--- config.mk ---
export PLATFORM = sky130hd
export DESIGN_NAME = bp_stat_unit
export DESIGN_NICKNAME = d
export VERILOG_FILES = /design/src/rtl/bp_stat_pkg.sv /design/src/rtl/sat_counter.sv /design/src/rtl/bp_stat_unit.sv
export SDC_FILE = /design/constraint.sdc
export NUM_CORES = 1
export LEC_CHECK = 0
export CAP_MARGIN = 20
export CELL_PAD_IN_SITES_DETAIL_PLACEMENT = 1
export CELL_PAD_IN_SITES_GLOBAL_PLACEMENT = 1
export CORE_MARGIN = 10
export CORE_UTILIZATION = 27
export DETAILED_ROUTE_END_ITERATION = 7
export PLACE_DENSITY = 0.59
export SKIP_CTS_REPAIR_TIMING = 1
export SYNTH_ARGS = -nofsm -noshare
export SYNTH_HDL_FRONTEND = slang
export SYNTH_SLANG_ARGS = --single-unit
--- constraint.sdc ---
create_clock -name CLK -period 4.6 [get_ports CLK]
set_input_delay 0.92 -clock CLK [delete_from_list [all_inputs] [get_ports CLK]]
set_output_delay 0.92 -clock CLK [all_outputs]
set_load 0.01 [all_outputs]
--- src/rtl/bp_stat_pkg.sv ---
// Shared encodings for the branch-prediction statistics unit: commit-stream
// decode constants, register window offsets and the control FSM states.
package bp_stat_pkg;

  // Next-PC select values driven by the MCU alongside each commit
  localparam logic [2:0] PCS_PC4    = 3'd0;
  localparam logic [2:0] PCS_JALR   = 3'd1;
  localparam logic [2:0] PCS_BRANCH = 3'd2;
  localparam logic [2:0] PCS_JAL    = 3'd3;
  localparam logic [2:0] PCS_MTVEC  = 3'd4;
  localparam logic [2:0] PCS_MEPC   = 3'd5;

  // RV32I control-flow opcodes (ir[6:0])
  localparam logic [6:0] OP_BRANCH = 7'b1100011;
  localparam logic [6:0] OP_JAL    = 7'b1101111;
  localparam logic [6:0] OP_JALR   = 7'b1100111;

  // Byte offsets inside the 8-word register window
  localparam logic [4:0] REG_CTRL       = 5'h00;
  localparam logic [4:0] REG_BRANCH_CNT = 5'h04;
  localparam logic [4:0] REG_TAKEN_CNT  = 5'h08;
  localparam logic [4:0] REG_MISPRED    = 5'h0C;
  localparam logic [4:0] REG_NOPRED     = 5'h10;
  localparam logic [4:0] REG_JUMP_CNT   = 5'h14;
  localparam logic [4:0] REG_MAX_STREAK = 5'h18;
  localparam logic [4:0] REG_STATUS     = 5'h1C;

  // CTRL register bit positions
  localparam int CTRL_EN_BIT    = 0;
  localparam int CTRL_CLEAR_BIT = 1;
  localparam int CTRL_IRQ_BIT   = 2;

  typedef enum logic [1:0] {
    ST_IDLE = 2'b00,
    ST_RUN  = 2'b01,
    ST_SAT  = 2'b10
  } stat_state_t;

endpackage

--- src/rtl/sat_counter.sv ---
// Saturating up-counter: clear has priority over increment, and the value
// holds at all-ones instead of wrapping.
module sat_counter #(
  parameter int W = 32
) (
  input  logic         clk,
  input  logic         rst,
  input  logic         clr,
  input  logic         inc,
  output logic [W-1:0] cnt,
  output logic         sat
);

  localparam logic [W-1:0] MAX_VAL = '1;
  localparam logic [W-1:0] ONE     = {{(W-1){1'b0}}, 1'b1};

  logic [W-1:0] cnt_q, cnt_d;

  assign sat = (cnt_q == MAX_VAL);
  assign cnt = cnt_q;

  // Next count: clear, else increment unless already saturated
  always_comb begin
    // NOTE: default assignment first so no path leaves cnt_d unassigned (no latch).
    cnt_d = cnt_q;
    if (clr) begin
      cnt_d = '0;
    end else if (inc && !sat) begin
      cnt_d = cnt_q + ONE;
    end
  end

  // Count register with synchronous reset
  always_ff @(posedge clk) begin
    // NOTE: non-blocking assignments so every flop samples pre-edge values.
    if (rst) begin
      cnt_q <= '0;
    end else begin
      cnt_q <= cnt_d;
    end
  end

endmodule

--- src/rtl/bp_stat_unit.sv ---
// Branch-prediction profiling peripheral on the OTTER IOBUS. Classifies each
// retired control-flow instruction against the predictor's guess, keeps
// saturating event counters and a mispredict-streak record, and exposes
// them through an 8-word memory-mapped window with registered read data.
module bp_stat_unit
  import bp_stat_pkg::*;
#(
  parameter logic [31:0] BASE_ADDR     = 32'h1100_0200,
  parameter int          CNT_W         = 32,
  parameter bit          FREEZE_ON_SAT = 1'b1
) (
  input  logic        CLK,
  input  logic        RST,
  input  logic        data_valid,
  input  logic [2:0]  pcSource,
  input  logic [6:0]  opcode,
  input  logic [31:0] pc,
  input  logic        pred_valid,
  input  logic        pred_taken,
  input  logic [31:0] IOBUS_ADDR,
  input  logic        IOBUS_WR,
  input  logic [31:0] IOBUS_OUT,
  output logic [31:0] rd_data,
  output logic        sat_irq
);

  localparam logic [CNT_W-1:0] ONE = {{(CNT_W-1){1'b0}}, 1'b1};

  stat_state_t state_q;
  logic        en_q, en_d, irq_en_q, irq_en_d;
  logic [31:0] rd_data_q, rd_data_d;
  logic [CNT_W-1:0] max_streak_q, max_streak_d;

  logic [31:0] offset;
  logic        in_win, ctrl_wr, clr;
  logic        is_branch, is_jump, is_trap, frozen, live, taken;
  logic        ev_branch, ev_taken, ev_mis, ev_nopred, ev_hit, ev_jump;
  logic [CNT_W-1:0] streak_next;

  logic [CNT_W-1:0] cnt_branch, cnt_taken, cnt_mis, cnt_nopred, cnt_jump, cnt_streak;
  logic sat_branch, sat_taken, sat_mis, sat_nopred, sat_jump, sat_streak;
  logic any_sat;

  // The commit pc is carried on the bus for future per-address profiling
  logic unused_bits;
  assign unused_bits = ^{pc, IOBUS_OUT[31:3]};

  assign any_sat = sat_branch | sat_taken | sat_mis | sat_nopred | sat_jump;

  // Bus address decode and CTRL write/clear strobes
  always_comb begin
    offset  = IOBUS_ADDR - BASE_ADDR;
    in_win  = (offset[31:5] == 27'd0) && (offset[1:0] == 2'b00);
    ctrl_wr = IOBUS_WR && in_win && (offset[4:0] == REG_CTRL);
    clr     = ctrl_wr && IOBUS_OUT[CTRL_CLEAR_BIT];
  end

  // Classify the committing instruction; only counted while running unfrozen
  always_comb begin
    is_branch = (opcode == OP_BRANCH);
    is_jump   = (opcode == OP_JAL) || (opcode == OP_JALR);
    is_trap   = (pcSource == PCS_MTVEC) || (pcSource == PCS_MEPC);
    frozen    = FREEZE_ON_SAT && any_sat;
    live      = data_valid && !is_trap && (state_q == ST_RUN) && !frozen;
    taken     = (pcSource == PCS_BRANCH);
    ev_branch = live && is_branch;
    ev_taken  = ev_branch && taken;
    ev_mis    = ev_branch && pred_valid && (pred_taken != taken);
    ev_hit    = ev_branch && pred_valid && (pred_taken == taken);
    ev_nopred = ev_branch && !pred_valid;
    ev_jump   = live && is_jump;
  end

  sat_counter #(.W(CNT_W)) u_branch (.clk(CLK), .rst(RST), .clr(clr), .inc(ev_branch), .cnt(cnt_branch), .sat(sat_branch));
  sat_counter #(.W(CNT_W)) u_taken  (.clk(CLK), .rst(RST), .clr(clr), .inc(ev_taken),  .cnt(cnt_taken),  .sat(sat_taken));
  sat_counter #(.W(CNT_W)) u_mis    (.clk(CLK), .rst(RST), .clr(clr), .inc(ev_mis),    .cnt(cnt_mis),    .sat(sat_mis));
  sat_counter #(.W(CNT_W)) u_nopred (.clk(CLK), .rst(RST), .clr(clr), .inc(ev_nopred), .cnt(cnt_nopred), .sat(sat_nopred));
  sat_counter #(.W(CNT_W)) u_jump   (.clk(CLK), .rst(RST), .clr(clr), .inc(ev_jump),   .cnt(cnt_jump),   .sat(sat_jump));
  // A correctly predicted branch ends the current mispredict run
  sat_counter #(.W(CNT_W)) u_streak (.clk(CLK), .rst(RST), .clr(clr | ev_hit), .inc(ev_mis), .cnt(cnt_streak), .sat(sat_streak));

  // Longest streak: compare against the streak length including this mispredict
  always_comb begin
    streak_next  = sat_streak ? cnt_streak : cnt_streak + ONE;
    max_streak_d = max_streak_q;
    if (clr) begin
      max_streak_d = '0;
    end else if (ev_mis && (streak_next > max_streak_q)) begin
      max_streak_d = streak_next;
    end
  end

  // CTRL fields; clear is a strobe and is never stored
  always_comb begin
    en_d     = en_q;
    irq_en_d = irq_en_q;
    if (ctrl_wr) begin
      en_d     = IOBUS_OUT[CTRL_EN_BIT];
      irq_en_d = IOBUS_OUT[CTRL_IRQ_BIT];
    end
  end

  // Read mux; anything outside the window or unaligned returns zero
  always_comb begin
    rd_data_d = '0;
    if (in_win) begin
      case (offset[4:0])
        REG_CTRL:       rd_data_d = {29'd0, irq_en_q, 1'b0, en_q};
        REG_BRANCH_CNT: rd_data_d = 32'(cnt_branch);
        REG_TAKEN_CNT:  rd_data_d = 32'(cnt_taken);
        REG_MISPRED:    rd_data_d = 32'(cnt_mis);
        REG_NOPRED:     rd_data_d = 32'(cnt_nopred);
        REG_JUMP_CNT:   rd_data_d = 32'(cnt_jump);
        REG_MAX_STREAK: rd_data_d = 32'(max_streak_q);
        REG_STATUS:     rd_data_d = {30'd0, state_q};
        default:        rd_data_d = '0;
      endcase
    end
  end

  // Control, streak-record and read-data registers
  always_ff @(posedge CLK) begin
    if (RST) begin
      en_q         <= 1'b0;
      irq_en_q     <= 1'b0;
      max_streak_q <= '0;
      rd_data_q    <= '0;
    end else begin
      en_q         <= en_d;
      irq_en_q     <= irq_en_d;
      max_streak_q <= max_streak_d;
      rd_data_q    <= rd_data_d;
    end
  end

  // Run-control FSM; clear overrides every state, SAT is left only via clear
  always_ff @(posedge CLK) begin
    if (RST) begin
      state_q <= ST_IDLE;
    end else if (clr) begin
      state_q <= IOBUS_OUT[CTRL_EN_BIT] ? ST_RUN : ST_IDLE;
    end else begin
      case (state_q)
        ST_IDLE: if (ctrl_wr && IOBUS_OUT[CTRL_EN_BIT]) state_q <= ST_RUN;
        ST_RUN: begin
          if (ctrl_wr && !IOBUS_OUT[CTRL_EN_BIT]) state_q <= ST_IDLE;
          else if (frozen)                        state_q <= ST_SAT;
        end
        ST_SAT:  state_q <= ST_SAT;
        default: state_q <= ST_IDLE;
      endcase
    end
  end

  assign rd_data = rd_data_q;
  assign sat_irq = (state_q == ST_SAT) && irq_en_q;

endmodule

==> out/metrics.yaml <==
fin_hold_ws_ps: 491.2
nets: 2026
setup_viol: 0
syn-cell-area_mm2: 0.01488
grt_setup_unrepaired: "no"
track_usage_pct: 16.58
ys_top_cells_by_area: "dfxtp_1 35%, xnor2_1 5.0%, nand2_1 4.6%"
final-hold-violation-count: 0
cts-root-buf: "clkbuf_16"
criticalPathCategory: "register to register"
fin_crit_sh_pct: 90.39
die_x_um: 254.8
hold_path.class: "register to register"
grt_start_max_net_pins: 67
fp.dieH_um: 254.8
cts_tree: "done"
final_layout_size_suffix_gt1_share_pct: 10.58
clockPowerShare_pct: 53.1
crit_path_end: "max_streak_q[0]$_SDFFE_PP0P_"
grt_pass1_vias: 14120
r2r-start: "u_streak.cnt[15]$_SDFFE_PP0P_"
area_growth_pct: 18.50
diodes: 0
fmax_mhz: 240.5
comb_power_share_pct: 2.9
synth_top_area_cell: "dfxtp_1"
drc: 0
clk-insertion-delay-late_ps: 570
vias_per_cell: 5.409
yosysWarnings: 0
vdd_drop_max_mv: 0.1941
max_slew.worst_pin.slew_ps: 866.4
drtIter0Drc: 738
synth-seq-cells: 260
required_ps: 5040
antenna_found_initial: 2
numClockSinks: 260
fin_crit_ps: 4158
worstReg2RegEnd: "max_streak_q[0]$_SDFFE_PP0P_"
start_util_pct: 27.44
clkSlewWorstSetupHoldPaths_ps: 60
cts_buffers: 36
reg2reg_slack_ps: 440
grt_pass1_wl_um: 84010
start_kind: "register"
synth_ff_type: "dfxtp_1"
wirelength_um: 54300
report.final.slew_viol_count: 0
startpoint: "u_streak.cnt[15]$_SDFFE_PP0P_"
arrival_ps: 4590
route.vias.total: 14040
io_buffers: 83
core_mm2: 0.05424
antenna_left: 0
regArea_mm2: 0.005205
p_int_mw: 3.937
cts_buffer_depth: 3
dieArea_mm2: 0.06491
place_congestion: 0.8541
async_flop_share_pct: 0
drv_cap: 0
synth_top_area_share_pct: 34.97
firstDrtPassIters: 5
leakage_nw: 5.678
p_sw_mw: 1.181
pwr-share-seq_pct: 44.0
netSwitchingFraction_pct: 23.08
final_cell_mix: "260 x dfxtp_1, 184 x nand2_1, 140 x nor2_1"
wl_per_cell_um: 20.93
multi_input_area_mm2: 0.008840
h-tree-depth: 2
synth_edf_count: 0
reg2regPathDepth: 15
fillCellCount: 6418
finalSetupTns_ps: 0
synth_cells: 1797
avgSynthCellArea_um2: 8.282
power.density_mw_per_mm2: 290.2
clock_skew_ps: 41.01
synth_nets: 1947
synth_cell_types: 96
hpwl_um: 41440
final_common_cell: "dfxtp_1"
path_max_fanout: 7
status: "completed"
gr-total-overflow: 0
endpoint_kind: "register"
ys_seq_area_share_pct: 34.97
ios: 145
relSlewSlack_pct: 42.18
rows: 85
## cells in the mapped netlist, drive strengths merged (11+ instances only)
cell type and instances:
a22oi 87, nor3 59, a31oi 33, buf 66
nand2 185, inv 58, nand3 98, nor4 38
xnor2 85, mux2i 43, or4 17, clkbuf 38
and4 15, dfxtp 260, ha 38, nor2 146
and3 34, a21oi 101, xor2 36, a31o 11
nand4 88, or3 77, o21ai 81
## power groups by stage
| stage | clock network [mW] | logic, mW | registers (mW) |
|---|---|---|---|
| after detailed placement | 0 | 0.151 | 2.30 |
| final | 2.72 | 0.150 | 2.25 |
| after CTS | 2.81 | 0.151 | 2.25 |
| after floorplan | 0 | 0.0670 | 2.30 |
| after global placement | 0 | 0.149 | 2.30 |
| after global routing | 2.91 | 0.161 | 2.25 |
## sequential cells by signal (all words and copies together), names as in the netlist
signal / cells
u_jump.cnt: 32
u_streak.cnt: 32
rd_data: 32
max_streak_q: 32
u_nopred.cnt: 32
u_branch.cnt: 32
state_q: 2
en_q: 1
u_taken.cnt: 32
u_mis.cnt: 32
irq_en_q: 1
## logic make-up after synthesis
family / Yosys count / synth area share (%)
AO/OA/AOI/OAI: 366 / 16.69
XOR/XNOR: 121 / 7.121
adder cells (fa/ha/maj): 38 / 3.195
buffers and inverters: 162 / 6.154
flip-flops: 260 / 34.97
multiplexers: 49 / 3.422
AND/OR/NAND/NOR: 801 / 28.45
## per-layer routing
layer  track usage (%)  wire length, um  share of wire [%]
met5                 0               13              0.024
met4             4.437             1220                2.2
met3             3.176             2431                4.5
met2             27.62            25460                 47
met1             21.50            25180                 46
## layout make-up
class | instances | share of cell area (%)
Clock inverter | 11 | 0.5534
Timing Repair Buffer | 145 | 7.776
Sequential cell | 260 | 29.51
Clock buffer | 50 | 5.860
Tap cell | 696 | 4.938
Multi-Input combinational cell | 1375 | 50.12
Inverter | 58 | 1.234
## worst max-delay path, stage by stage (launching register included)
cell	delay (ps)
dfxtp_1	440
and4_1	290
nand3_1	220
buf_4	220
nor4_2	510
nand4_1	230
mux2_2	330
ha_1	300
nand4_1	110
nor4_1	290
buf_4	180
o41ai_2	90
a311oi_4	350
nand2_4	100
buf_4	180
a31o_1	220
## worst min-delay path by stage
stage | endpoint | cells after the start | start
after floorplan | max_streak_q[2]$_SDFFE_PP0P_ | 2 | max_streak_q[2]$_SDFFE_PP0P_
after global placement | en_q$_SDFFE_PP0P_ | 2 | en_q$_SDFFE_PP0P_
after detailed placement | en_q$_SDFFE_PP0P_ | 2 | en_q$_SDFFE_PP0P_
after CTS | max_streak_q[24]$_SDFFE_PP0P_ | 2 | max_streak_q[24]$_SDFFE_PP0P_
after global routing | max_streak_q[30]$_SDFFE_PP0P_ | 2 | max_streak_q[30]$_SDFFE_PP0P_
final | max_streak_q[24]$_SDFFE_PP0P_ | 2 | max_streak_q[24]$_SDFFE_PP0P_
## metrics by stage
step	cell area (um2)	instances	total power, mW	setup slack (ps)	utilization (%)
3_5_place_dp	16500	2534	2.452	265.3	30.42
4_1_cts	17630	2595	5.210	230.0	32.50
3_3_place_gp	16500	2534	2.450	371.3	30.42
6_report	17640	2595	5.118	442.3	32.51
2_1_floorplan	14880	1797	2.368	470.3	-
5_1_grt	17640	2595	5.317	65.86	32.51
Power figures use the tool's default switching activity.
